$ cat config.mk
export PLATFORM = sky130hd
export DESIGN_NAME = muldiv_unit
export DESIGN_NICKNAME = d
export VERILOG_FILES = /design/src/rtl/muldiv_pkg.sv /design/src/rtl/muldiv_step.sv /design/src/rtl/muldiv_unit.sv
export SDC_FILE = /design/constraint.sdc
export NUM_CORES = 1
export LEC_CHECK = 0
export BUFFER_PORTS_ARGS = -buffer_cell sky130_fd_sc_hd__buf_4
export CORE_MARGIN = 2
export CORE_UTILIZATION = 45
export DETAILED_ROUTE_END_ITERATION = 6
export GPL_TIMING_DRIVEN = 0
export PLACE_DENSITY_LB_ADDON = 0.25
export SYNTH_ARGS = -nofsm -noshare
export SYNTH_HDL_FRONTEND = slang
export SYNTH_SLANG_ARGS = --single-unit
$ cat constraint.sdc
create_clock -name clk -period 3.1 [get_ports clk]
set_input_delay 0.31 -clock clk [delete_from_list [all_inputs] [get_ports clk]]
set_output_delay 0.31 -clock clk [all_outputs]
set_load 0.01 [all_outputs]
$ cat src/rtl/muldiv_pkg.sv
// Shared types for the iterative multiply/divide unit.
// Holds operation and FSM state encodings.
package muldiv_pkg;

   localparam int MD_OP_W = 2;

   typedef enum logic [MD_OP_W-1:0] {
      MD_MULT  = 2'b00,
      MD_MULTU = 2'b01,
      MD_DIV   = 2'b10,
      MD_DIVU  = 2'b11
   } md_op_t;

   typedef enum logic [1:0] {
      MD_IDLE = 2'b00,
      MD_RUN  = 2'b01,
      MD_FIX  = 2'b10
   } md_state_t;

endpackage

$ cat src/rtl/muldiv_step.sv
// One combinational iteration of shift-add multiply or restoring divide.
// Ports: div selects divide, acc is the 2*WIDTH accumulator, b the
// multiplicand/divisor magnitude, nxt the accumulator after one step.
module muldiv_step #(
   parameter int WIDTH = 32
) (
   input  logic               div,
   input  logic [2*WIDTH-1:0] acc,
   input  logic [WIDTH-1:0]   b,
   output logic [2*WIDTH-1:0] nxt
);

   logic [WIDTH:0]   sum;
   logic [WIDTH:0]   rem;
   logic [WIDTH-1:0] diff;

   always_comb begin
      // multiply: add into the upper half, then shift right with carry
      sum  = {1'b0, acc[2*WIDTH-1:WIDTH]} + (acc[0] ? {1'b0, b} : '0);
      // divide: partial remainder after shifting the accumulator left
      rem  = acc[2*WIDTH-1:WIDTH-1];
      diff = rem[WIDTH-1:0] - b;
      if (div) begin
         if (rem >= {1'b0, b})
            nxt = {diff, acc[WIDTH-2:0], 1'b1};
         else
            nxt = {acc[2*WIDTH-2:0], 1'b0};
      end else begin
         nxt = {sum, acc[WIDTH-1:1]};
      end
   end

endmodule

$ cat src/rtl/muldiv_unit.sv
// Iterative MULT/MULTU/DIV/DIVU unit with HI/LO registers and MTHI/MTLO.
// Ports: clk, reset (sync, active-low), start/op/a/b launch, abort cancels,
// mthi/mtlo/wdata move in, busy/done status, hi/lo results.
module muldiv_unit
   import muldiv_pkg::*;
#(
   parameter int WIDTH = 32
) (
   input  logic               clk,
   input  logic               reset,
   input  logic               start,
   input  logic [MD_OP_W-1:0] op,
   input  logic [WIDTH-1:0]   a,
   input  logic [WIDTH-1:0]   b,
   input  logic               abort,
   input  logic               mthi,
   input  logic               mtlo,
   input  logic [WIDTH-1:0]   wdata,
   output logic               busy,
   output logic               done,
   output logic [WIDTH-1:0]   hi,
   output logic [WIDTH-1:0]   lo
);

   localparam int CW = $clog2(WIDTH);
   localparam logic [CW-1:0] LAST = CW'(WIDTH - 1);

   md_state_t          state, state_nxt;
   md_op_t             op_e;
   logic [CW-1:0]      count;
   logic [2*WIDTH-1:0] acc, acc_step, prod;
   logic [WIDTH-1:0]   opb, a_orig, quo, rem;
   logic               is_div, neg_q, neg_r, b_zero;
   logic               sgn, sa, sb, launch;

   assign op_e   = md_op_t'(op);
   assign sgn    = (op_e == MD_MULT) || (op_e == MD_DIV);
   assign sa     = sgn & a[WIDTH-1];
   assign sb     = sgn & b[WIDTH-1];
   assign launch = (state == MD_IDLE) && start && !abort;
   assign busy   = (state != MD_IDLE);

   // sign correction on the magnitude result
   assign prod = neg_q ? -acc : acc;
   assign quo  = neg_q ? -acc[WIDTH-1:0] : acc[WIDTH-1:0];
   assign rem  = neg_r ? -acc[2*WIDTH-1:WIDTH] : acc[2*WIDTH-1:WIDTH];

   muldiv_step #(.WIDTH(WIDTH)) u_step (
      .div (is_div),
      .acc (acc),
      .b   (opb),
      .nxt (acc_step)
   );

   always_ff @(posedge clk) begin
      if (!reset)
         state <= MD_IDLE;
      else
         state <= state_nxt;
   end

   always_comb begin
      state_nxt = state;
      unique case (state)
         MD_IDLE: if (launch) state_nxt = MD_RUN;
         MD_RUN: begin
            if (abort)
               state_nxt = MD_IDLE;
            else if (count == LAST)
               state_nxt = MD_FIX;
         end
         MD_FIX:  state_nxt = MD_IDLE;
         default: state_nxt = MD_IDLE;
      endcase
   end

   always_ff @(posedge clk) begin
      if (!reset) begin
         hi     <= '0;
         lo     <= '0;
         done   <= 1'b0;
         count  <= '0;
         acc    <= '0;
         opb    <= '0;
         a_orig <= '0;
         is_div <= 1'b0;
         neg_q  <= 1'b0;
         neg_r  <= 1'b0;
         b_zero <= 1'b0;
      end else begin
         done <= 1'b0;
         unique case (state)
            MD_IDLE: begin
               if (launch) begin
                  acc    <= {{WIDTH{1'b0}}, (sa ? -a : a)};
                  opb    <= sb ? -b : b;
                  a_orig <= a;
                  is_div <= op_e[1];
                  neg_q  <= sa ^ sb;
                  neg_r  <= sa;
                  b_zero <= (b == '0);
                  count  <= '0;
               end else if (!start) begin
                  // a start in the same cycle swallows the move
                  if (mthi) hi <= wdata;
                  if (mtlo) lo <= wdata;
               end
            end
            MD_RUN: begin
               acc   <= acc_step;
               count <= count + CW'(1);
            end
            MD_FIX: begin
               if (!abort) begin
                  done <= 1'b1;
                  if (!is_div) begin
                     {hi, lo} <= prod;
                  end else if (b_zero) begin
                     hi <= a_orig;
                     lo <= '1;
                  end else begin
                     hi <= rem;
                     lo <= quo;
                  end
               end
            end
            default: ;
         endcase
      end
   end

endmodule

Yosys cells after proc, flatten, opt, wreduce, memory -nomap -nowiden --
Cells that the tools add are included.
Word-level totals: bits in registers 204, latch bits 0, memory bits (writable) 0, memory bits (read-only) 0, bits of input ports 104, output and inout port bits 66, word-level logic and storage cells 82, memories kept 0
Cells by class: $add $sub $neg 8, multiply operators 0, div/mod/pow operators 0, order comparisons 1, eq/ne operators 11, shifts and indexed selects 0, muxes and demuxes 31, bitwise gates (word level) 3, reductions and logical operators 16
Operators by type and width (number):
- 32-bit 2-to-1 mux | 17
- 64-bit 2-to-1 mux | 4
- 32-bit negator | 4
- 32-bit one-hot mux with 2 select lines | 2
- 64-bit one-hot mux with 2 select lines | 1
- 64-bit negator | 1
- 32-bit by 33-bit adder with 33-bit output | 1
- 33-bit by 32-bit >= comparator with 1-bit output | 1
- 32-bit logical NOT | 1
- 32-bit subtractor | 1
- 2-bit != test (second input constant) | 6
- 5-bit one-hot mux with 2 select lines | 1
- 5-bit AND reduction | 2
- 2-bit AND reduction | 4
- 2-bit 2-to-1 mux | 3
- 2-bit nonzero test | 3
- 5-bit by 1-bit adder with 5-bit output (second input constant) | 1
- 5-bit == test (second input constant) | 1
- 5-bit 2-to-1 mux | 1
- 2-bit == test (second input constant) | 2
- 2-bit logical NOT | 2
- 2-bit one-hot mux with 2 select lines | 1
- 3-bit != test (second input constant) | 1
- 1-bit AND | 2
- other kinds (6) | 7

Longest topological paths before layout --
Gate-level depths: netlist (run 1).
depth in word-level cells 6, gate-level depth with buffers 14, gate-level depth less buffers 13

By module --
A second synthesis (run 1) with hierarchy kept.
Unflattened totals: cells, all modules 2317, area, all modules 16628.4 um^2
By module, submodules not included:
- muldiv_unit | times used 1, cells an instance 1616, area each 11900.2 um^2, seq. area each 4083.9 um^2
- muldiv_step | times used 1, cells an instance 701, area each 4728.3 um^2, seq. area each 0.0 um^2

Worst setup path before layout (run 1) --
No wires, ideal clock.
path type register -> register, start register opb[15], end register acc[60], library setup time 0.137 ns, data arrival time 2.964 ns, data required time 2.963 ns, path slack 0.000 ns, cell stages (with the launch flop) 14, path buffers 4, period minus slack after synthesis 3.100 ns, path through dfxtp_1 inv_1 ha_1 clkbuf_1 and3_1 nand4_1 or4_1 o221a_2 a21boi_0 buf_2 buf_1 buf_2 a32oi_1 o221ai_1
On the way: word-level cells in the longest chain between the ends 4, elaborated cells on any way between the ends 7, those cells by class add/sub (2); order compare (1); mux (4)
RTL lines:
- start, declared | RTL line muldiv_unit.sv:32 | logic [WIDTH-1:0] opb, a_orig, quo, rem;
- start signal, assigned | RTL line muldiv_unit.sv:96 | opb <= sb ? -b : b;
- 32-bit 2-to-1 mux, or another cell as far along | RTL line muldiv_step.sv:19 | sum = {1'b0, acc[2*WIDTH-1:WIDTH]} + (acc[0] ? {1'b0, b} : '0);
- 32-bit by 33-bit adder with 33-bit output / 64-bit 2-to-1 mux (equally long branches) | RTL line muldiv_step.sv:19, muldiv_step.sv:24
- 64-bit 2-to-1 mux * | RTL line muldiv_step.sv:23 | if (div) begin
- 64-bit one-hot mux with 2 select lines * | RTL line muldiv_unit.sv:92 | unique case (state)
- end signal, assigned | RTL line muldiv_unit.sv:95 | acc <= {{WIDTH{1'b0}}, (sa ? -a : a)};
- end signal, assigned | RTL line muldiv_unit.sv:110 | acc <= acc_step;
- end, declared | RTL line muldiv_unit.sv:31 | logic [2*WIDTH-1:0] acc, acc_step, prod;
Mark *: on every way between the ends. The rest lies on a longest branch, timed or not. A chain may end at the register's enable or synchronous reset.

Worst setup path in the final report (run 1) --
start register opb[11], end register acc[60]
The elaborated chain is that of the path after synthesis.

==> results.toml, run 1 <==
[sta]
min_period_ns = 3.16
clock_skew_ns = 0.0263
fin_crit_sh = 1.02
hold_ws_ns = 0.0230
drv_slew = 0
final-hold-violation-count = 0
setup_viol = 2
worstMarginPinSlew_ns = 1.01
timing.final.ws_setup_ns = -0.0592
max_slew_margin = 0.328
rsz0062_at_grt = "yes"
max_clock_freq_ghz = 0.317

[placement]
place_inst = 2826
routabilityCongestion = 1.03
placed_area_sq_um = 18100
preCtsSetupSlack_ns = -1.47
dp.final_hpwl_mm = 55.7
port_buffers = 168

[global_routing]
grtUsageTotal = 0.359
grt_pass1_vias = 17239
grt_remaining_overflow = 0
grt_max_degree = 14
grt_first_pass_wirelength_mm = 104
antenna_found_initial = 1

[critical_path]
rr_startpoint = "opb[11]"
critPathCaptureType = "flop"
critPathLaunchType = "flop"
required_ns = 3.50
crit_path_max_fanout = 10
reg2reg_to = "acc[60]"
cp_slowest_stage_delay_ns = 0.52
reg2reg_slack_ns = -0.06
crit_chain = "inv_1, ha_2, nand2_1, or4_4, o221a_4, a21boi_0, buf_4, buf_6, buf_6, a32oi_2, o221ai_1"
worst-path-buf-inv = 4
reg2reg_depth = 11
crit_slowest_cell = "or4_4"
cp_data_arrival_time_ns = 3.56
critPathKind = "flop to flop"
crit_family = "compound AO/OA/AOI/OAI gates"
path_common_cell = "buf_6"

[layout]
layout-drive-gt1-share = 0.174
fin_area_sq_um = 20000
fin_util = 0.563
final_nets = 2601
finalNonFillerCells = 2902
syn2layout_area_growth_pct = 23.4

[hold_path]
worstHoldStart = "wdata[27]"
hp-class = "primary input to flop"
hold_path_depth = 3
min_to = "hi[27]"

[cts]
htree_levels = 1
worstSkewPairLatency_ns = 0.57
ctsLongestPathBuffers = 3
clock-sinks = 204
root_buffer = "clkbuf_16"
clk_pin_slew_ns = 0.06
cts_tree = "built"
cts_buffers = 25

[synth]
synth_top_area_share = 0.251
ys_types = 80
ys.flop_type = "dfxtp_1"
synth_compound_area_frac = 0.284
async_reset_ff_frac = 0
synth_top_family_by_area = "compound AO/OA/AOI/OAI gates"
synthTopCellsByCount = "nand2_1 (312), dfxtp_1 (204), a21oi_1 (178), o21ai_0 (156), nor2_1 (149)"
yosys_warnings = 0
muxShareOfSynthArea = 0.0339
synth_seq_area_share = 0.251
synth-adder-area-share = 0.0564
synthTopCellsByArea = "dfxtp_1 (25%), nand2_1 (7.2%), xnor2_1 (6.9%)"
syn_area_sq_um = 16200
synth_most_common_cell = "nand2_1"
syn_nets = 2373
syn_area_per_cell_sq_um = 7.39
synth-seq-cells = 204
synth_edf_count = 0
synth_xor_area_frac = 0.105
yosys.area.top_type = "dfxtp_1"
synthCells = 2197
yosys.area_share.simple = 0.212

[drt]
drt_wl_total_mm = 71.0
via_count = 18079
routedWlPerCell_um = 24.5
viasPerCell = 6.23
dr.first_iter.drc_count = 1659
drc = 0
first_pass_iters = 5
ant_nets = 0

[status]
violations = "negative setup slack"
status = "complete, but fails checks"

[power_and_ir_drop]
peakVddDrop_mv = 0.513
p_leak_nw = 7.90
powerDensity_nw_per_um2 = 399

[floorplan]
die_area_sq_um = 37600
die_height_um = 194
die_w_um = 194
initial_core_util = 0.457
io_pins = 170
core.rowCount = 69
core_sq_um = 35600

[job]
drv_cap = 0
[placed cells by master (no fill, tap or decap), types with 49 or more instances in the layout]
cell      instances
a21oi_1         170
dfxtp_1         192
nand2_1         311
nor2_1          141
xnor2_1         128
o21ai_0         129
o211ai_1         49
xor2_1           66
inv_1            55
ha_1             50
clkbuf_1        132
buf_4           209
[power breakdown]
group	leakage, nW	total (mW)	switching (mW)	internal [mW]
clock network	0.403	3.05	1.25	1.80
registers	1.67	2.91	0.148	2.76
logic	5.83	2.04	1.22	0.823
total	7.90	8.00	2.61	5.39
[area by class of cell]
class | count | area (sq um)
tap | 461 | 577
clock inverter | 10 | 149
sequential | 204 | 4120
multi-input combinational | 1755 | 11900
inverter | 64 | 248
fill | 3430 | 15500
antenna | 1 | 2.50
buffer | 165 | 727
clock buffer | 32 | 682
timing repair buffer | 210 | 1620
[cell families (layout without fill, tap and decap cells)]
kind of cell    Yosys count  after routing
compound gates          697            697
other cells               0              1
fa+ha+maj                72             72
mux                      54             54
simple gates            738            738
flops                   204            204
buf+inv                 238            481
xor+xnor                194            194
[flip-flops by register name, indices dropped and copies added, names as in the netlist]
| signal | count |
|---|---|
| hi | 32 |
| a_orig | 32 |
| opb | 32 |
| neg_q | 1 |
| acc | 64 |
| b_zero | 1 |
| done | 1 |
| count | 5 |
| lo | 32 |
| neg_r | 1 |
| is_div | 1 |
| state | 2 |
[stage by stage]
step	TNS, ns	power (mW)
after floorplan	0	4.05
after global placement	-32.47	4.76
after detailed placement	-35.52	4.78
after CTS	-0.0989	7.88
after global routing	-0.629	8.23
final	-0.0985	8.00
[how the worst max path moves through the flow]
stage              end    start  cells past startpoint  slack (ns)
6_report       acc[60]  opb[11]                     11       -0.06
5_1_grt        acc[55]   acc[0]                     14       -0.12
4_1_cts        acc[60]  opb[18]                     13       -0.05
3_5_place_dp   acc[61]   acc[0]                     13       -1.47
3_3_place_gp   acc[61]   acc[0]                     13       -1.44
2_1_floorplan  acc[60]  opb[14]                     13       0.005
[worst min-delay path: cells and delay by family]
kind | cells | cell delay (ns)
buf+inv | 1 | 0.10
compound gates | 1 | 0.08
simple gates | 1 | 0.07
[metal layers]
metal	routed length (um)	global-route usage	part of all wire
met2	32000	0.585	0.45
met3	5840	0.0510	0.082
met1	27900	0.443	0.39
met5	0	0	0
met4	5210	0.234	0.073
[repair_timing]
action,CTS,global route
gates resized for setup,117,110
endpoints found under the hold margin,1,0
gates cloned,2,0
setup endpoints to repair,68,55
pin swaps,28,45
hold buffers,1,0
setup buffers,17,22
(Power assumes the default switching activity.)
==> run 2: changes to the inputs <==
Settings changed: ABC_AREA from default to 1.
==> run 2 against run 1 <==
Compared with the run above: the flow still finishes with violations (negative setup slack); fmax grew 1.5%; global-route usage grew 1.8 points; synthesized area grew 16%; sequential share of layout area shrank 1.7 points; combinational power grew 35%; first-iteration DRC count grew 88%; die area grew 16%; non-clock buffer count shrank 59; critical path type unchanged; critical endpoint is now lo[30]; largest power group is now sequential cells.
==> results.toml, run 2 <==
[synth]
yosys_warnings = 0
ys.flop_type = "dfxtp_1"
syn_nets = 3522
synth-adder-area-share = 0.0485
async_reset_ff_frac = 0
syn_area_per_cell_sq_um = 5.64
synth_top_area_share = 0.216
muxShareOfSynthArea = 0
synth_compound_area_frac = 0.227
syn_area_sq_um = 18900
synth_seq_area_share = 0.216
synthCells = 3346
synth_top_family_by_area = "simple AND/OR/NAND/NOR gates"
synthTopCellsByCount = "nand2_1 (861), inv_1 (470), a21oi_1 (382), o21ai_0 (312), nor2_1 (276)"
synthTopCellsByArea = "dfxtp_1 (22%), nand2_1 (17%), a21oi_1 (10%)"
ys_types = 52
synth_most_common_cell = "nand2_1"
yosys.area.top_type = "dfxtp_1"
yosys.area_share.simple = 0.357
synth_edf_count = 0
synth_xor_area_frac = 0.0223
synth-seq-cells = 204

[critical_path]
crit_chain = "clkbuf_1, clkbuf_1, buf_1, a21oi_1, o31ai_1, a21oi_1"
crit_slowest_cell = "buf_1"
critPathLaunchType = "flop"
crit_path_max_fanout = 10
critPathKind = "flop to flop"
cp_slowest_stage_delay_ns = 0.70
worst-path-buf-inv = 3
rr_startpoint = "neg_q"
crit_family = "buffers and inverters"
reg2reg_to = "lo[30]"
cp_data_arrival_time_ns = 3.51
required_ns = 3.50
reg2reg_slack_ns = -0.01
reg2reg_depth = 6
critPathCaptureType = "flop"

[layout]
final_common_cell = "nand2_1"
layout-drive-gt1-share = 0.0904
nFillCells = 4662
syn2layout_area_growth_pct = 14.8
fin_util = 0.520
finalNonFillerCells = 4103
fin_area_sq_um = 21700
top_register = "acc"
layout_common_cells = "nand2_1 (859), inv_1 (468), a21oi_1 (382), o21ai_0 (311), nor2_1 (275)"
final_nets = 3721
largest_register_ffs = 64

[status]
violations = "negative setup slack"
status = "complete, but fails checks"

[drt]
routedWlPerCell_um = 20.9
dr.first_iter.drc_count = 3118
ant_nets = 0
viasPerCell = 5.74
drc = 0
first_pass_iters = 7
via_count = 23548
drt_wl_total_mm = 85.9

[sta]
drv_slew = 0
max_clock_freq_ghz = 0.321
fin_crit_sh = 1.00
timing.final.ws_setup_ns = -0.0131
setup_viol = 1
worstMarginPinSlew_ns = 1.01
min_period_ns = 3.11
max_slew_margin = 0.325
final-hold-violation-count = 0
clock_skew_ns = 0.0226
rsz0062_at_grt = "no"
setup_tns_ns = -0.0131

[global_routing]
grt_max_degree = 13
grt_pass1_vias = 20749
antenna_found_initial = 0
grt_remaining_overflow = 0
grt_first_pass_wirelength_mm = 125
grtUsageTotal = 0.377

[cts]
ctsLongestPathBuffers = 3
cts_buffers = 24
worstSkewPairLatency_ns = 0.56
clk_pin_slew_ns = 0.06
root_buffer = "clkbuf_16"
htree_levels = 1
clock-sinks = 204
cts_tree = "built"

[placement]
placed_area_sq_um = 20800
preCtsSetupSlack_ns = -0.333
place_inst = 4053
port_buffers = 168
dp.final_hpwl_mm = 69.7
routabilityCongestion = 1.07

[hold_path]
hold_path_depth = 3
min_to = "opb[1]"
worstHoldStart = "b[1]"
hp-class = "primary input to flop"

[floorplan]
io_pins = 170
die_area_sq_um = 43600
initial_core_util = 0.453
die_height_um = 209
die_w_um = 209
core_sq_um = 41700
core.rowCount = 75

[power_and_ir_drop]
p_leak_nw = 10.7
powerDensity_nw_per_um2 = 400
peakVddDrop_mv = 0.336

[job]
drv_cap = 0
-- run 2: cell count changes after synthesis, moves of 29 or more --
| cell | previous run | this run |
|---|---|---|
| nand2_1 | 312 | 861 |
| inv_1 | 62 | 470 |
| nand3_1 | 46 | 270 |
| a21oi_1 | 178 | 382 |
| o21ai_0 | 156 | 312 |
| nor2_1 | 149 | 276 |
| xnor2_1 | 128 | 8 |
| clkbuf_1 | 147 | 90 |
| mux2i_1 | 46 | 0 |
| a21boi_0 | 45 | 2 |
| a211oi_1 | 40 | 1 |
| and3_1 | 35 | 0 |
| o211ai_1 | 49 | 14 |
| o221ai_1 | 36 | 7 |
-- run 2: metrics by stage --
step | hold WS [ns] | total power [mW]
after floorplan | 0.389 | 4.66
after global placement | 0.450 | 5.67
after detailed placement | 0.457 | 5.67
after CTS | 0.0609 | 8.53
after global routing | 0.0807 | 9.00
final | 0.0684 | 8.67
-- run 2: repair_timing --
item | 4_1_cts | 5_1_grt
hold buffers | 1 | 0
buffers inserted | 0 | 4
hold endpoints to repair | 2 | 0
resized for setup | 4 | 9
endpoints found under the setup margin | 14 | 9
-- run 2: cells by family after synthesis --
logic type | Yosys count
adders and majority gates | 72
buffers and inverters | 631
xor gates and xnor gates | 48
DFF | 204
AOI/OAI and AO/OA | 812
and+or+nand+nor | 1579
-- run 2: where the power goes --
group	total (mW)	internal, mW	switching [mW]
combinational	2.75	0.860	1.89
sequential	3.01	2.80	0.217
clock	2.91	1.70	1.21
total	8.67	5.35	3.32
-- run 2: worst max-delay path by stage --
| stage | from | end | cells after the start |
|---|---|---|---|
| 3_3_place_gp | acc[0] | acc[57] | 22 |
| 2_1_floorplan | acc[0] | acc[57] | 21 |
| 5_1_grt | acc[44] | acc[61] | 14 |
| 3_5_place_dp | acc[0] | acc[41] | 18 |
| 4_1_cts | acc[0] | acc[57] | 22 |
| 6_report | neg_q | lo[30] | 6 |
-- run 2: worst register-to-register path, stage by stage (launching register included) --
cell and delay (ns):
dfxtp_1 0.33, clkbuf_1 0.38, clkbuf_1 0.64, buf_1 0.70
a21oi_1 0.17, o31ai_1 0.62, a21oi_1 0.14
-- run 2: area by class of cell --
cell class | count | area [sq um] | area share
multi-input cells | 2511 | 12400 | 0.571
flip-flops and latches | 204 | 4080 | 0.188
inverters | 488 | 1840 | 0.0847
repair buffers | 173 | 1300 | 0.0600
clock buffers | 35 | 683 | 0.0315
well taps | 539 | 674 | 0.0311
plain buffers | 143 | 617 | 0.0285
clock inverters | 9 | 101 | 0.00467
diodes | 1 | 2.50 | 0.000115
-- run 2: metal layers --
layer  GRT usage  vias up  share of wire
li1            -    11346              -
met4       0.118        0          0.038
met2       0.547     1390           0.40
met1       0.539    10618           0.43
met3      0.0993      194           0.14
met5           0        -              0
==> run 3: changes to the inputs <==
==> constraint.sdc (replaced) <==
create_clock -name clk -period 3.1 [get_ports clk]
set_input_delay 0.62 -clock clk [delete_from_list [all_inputs] [get_ports clk]]
set_output_delay 0.62 -clock clk [all_outputs]
set_load 0.01 [all_outputs]
==> run 3 against run 2 <==
Compared with the run above: sequential power barely moved; combinational power barely moved; cell area barely moved; via count rose by 0.27%; non-clock buffer count fell by 1; register-to-register slack got worse by 0.02 ns; the run still ends with negative setup slack left; clock power barely moved; critical path type unchanged; critical endpoint unchanged; highest routed layer is now met5; core utilization barely moved.
==> results.toml, run 3 (synthesis results as in run 2) <==
[drt]
drt_wl_total_mm = 85.9
first_pass_iters = 6
drc = 0
viasPerCell = 5.76
via_count = 23611
ant_nets = 0
routedWlPerCell_um = 20.9
dr.first_iter.drc_count = 3105

[global_routing]
grt_first_pass_wirelength_mm = 125
grt_remaining_overflow = 0
grt_pass1_vias = 20750
antenna_found_initial = 0
grt_max_degree = 13
grtUsageTotal = 0.377

[power_and_ir_drop]
power_mw = 8.66
clockPowerShare = 0.336
powerDensity_nw_per_um2 = 400
power_frac_seq = 0.348
p_leak_nw = 10.7
p_switching_mw = 3.31
combPwrFrac = 0.317
internal-power_mw = 5.35
peakVddDrop_mv = 0.337
p_sw_frac = 0.382

[sta]
max_slew_margin = 0.344
min_period_ns = 3.14
rsz0062_at_grt = "no"
max_clock_freq_ghz = 0.319
clock_skew_ns = 0.0211
worstMarginPinSlew_ns = 0.983
final-hold-violation-count = 0
drv_slew = 0
fin_crit_sh = 1.01
timing.final.ws_setup_ns = -0.0365
setup_tns_ns = -0.0365
setup_viol = 1

[hold_path]
hp-class = "primary input to flop"

[placement]
port_buffers = 168
routabilityCongestion = 1.07
dp.final_hpwl_mm = 69.7
preCtsSetupSlack_ns = -0.333
placed_area_sq_um = 20800

[layout]
antenna_cells = 0
final_common_cell = "nand2_1"
final_nets = 3720
layout-drive-gt1-share = 0.0904
fin_area_sq_um = 21700
largest_register_ffs = 64
layout_common_cells = "nand2_1 (859), inv_1 (468), a21oi_1 (382), o21ai_0 (311), nor2_1 (275)"
top_register = "acc"
nFillCells = 4665
fin_util = 0.520
syn2layout_area_growth_pct = 14.7

[floorplan]
core_sq_um = 41700
die_area_sq_um = 43600
die_w_um = 209
io_pins = 170
die_height_um = 209
initial_core_util = 0.453
core.rowCount = 75

[cts]
cts_tree = "built"
root_buffer = "clkbuf_16"
clock-sinks = 204
htree_levels = 1
worstSkewPairLatency_ns = 0.55
ctsLongestPathBuffers = 3
cts_hold_buf = 0
clk_pin_slew_ns = 0.06
cts_buffers = 24

[critical_path]
crit_path_max_fanout = 10
critPathCaptureType = "flop"
required_ns = 3.49
cp_data_arrival_time_ns = 3.53
critPathLaunchType = "flop"
critPathKind = "flop to flop"
reg2reg_slack_ns = -0.04

[status]
violations = "negative setup slack"
status = "complete, but fails checks"

[job]
drv_cap = 0
[run 3: timing repair]
action	in CTS	in global routing
resized for setup	4	9
setup endpoints to repair	14	9
setup buffers	0	4
[run 3: metrics by stage]
stage | hold slack, ns | std cells
floorplan | 0.425 | 3346
detailed placement | 0.457 | 4053
global placement | 0.450 | 4053
CTS | 0.269 | 4097
global route | 0.299 | 4101
finish | 0.270 | 4101
[run 3: power groups by stage]
| stage | logic [mW] | registers [mW] | clock network (mW) |
|---|---|---|---|
| 2_1_floorplan | 1.68 | 2.98 | 0 |
| 3_3_place_gp | 2.62 | 3.05 | 0 |
| 3_5_place_dp | 2.62 | 3.05 | 0 |
| 4_1_cts | 2.64 | 2.99 | 2.90 |
| 5_1_grt | 2.98 | 3.02 | 3.00 |
| 6_report | 2.74 | 3.01 | 2.91 |
[run 3: worst paths after layout]
path | cells past startpoint | endpoint | start
worst max-delay path | 6 | lo[30] | neg_q
worst min register to register | 2 | count[3] | count[3]
worst min-delay path | 2 | done | abort
worst max register to register | 6 | lo[30] | neg_q
[run 3: cell type report]
type	count	area [sq um]	share of cell area
buffer	143	617	0.0285
inverter	488	1840	0.0847
sequential	204	4080	0.188
tap	539	674	0.0311
multi-input combinational	2511	12400	0.571
timing repair buffer	172	1290	0.0596
clock inverter	9	101	0.00468
clock buffer	35	683	0.0315
[run 3: routing by layer]
layer | part of all wire | routed length [um] | global-route usage | vias up
li1 | - | - | - | 11343
met3 | 0.14 | 12000 | 0.0993 | 203
met4 | 0.038 | 3240 | 0.118 | 2
met1 | 0.42 | 36400 | 0.539 | 10590
met2 | 0.40 | 34300 | 0.547 | 1473
met5 | 0.00041 | 35 | 0 | -
[run 3: worst max-delay path, stage by stage, from the launching register on]
cell and delay (ns):
dfxtp_1 0.34, clkbuf_1 0.38, clkbuf_1 0.64, buf_1 0.67
a21oi_1 0.16, o31ai_1 0.66, a21oi_1 0.13
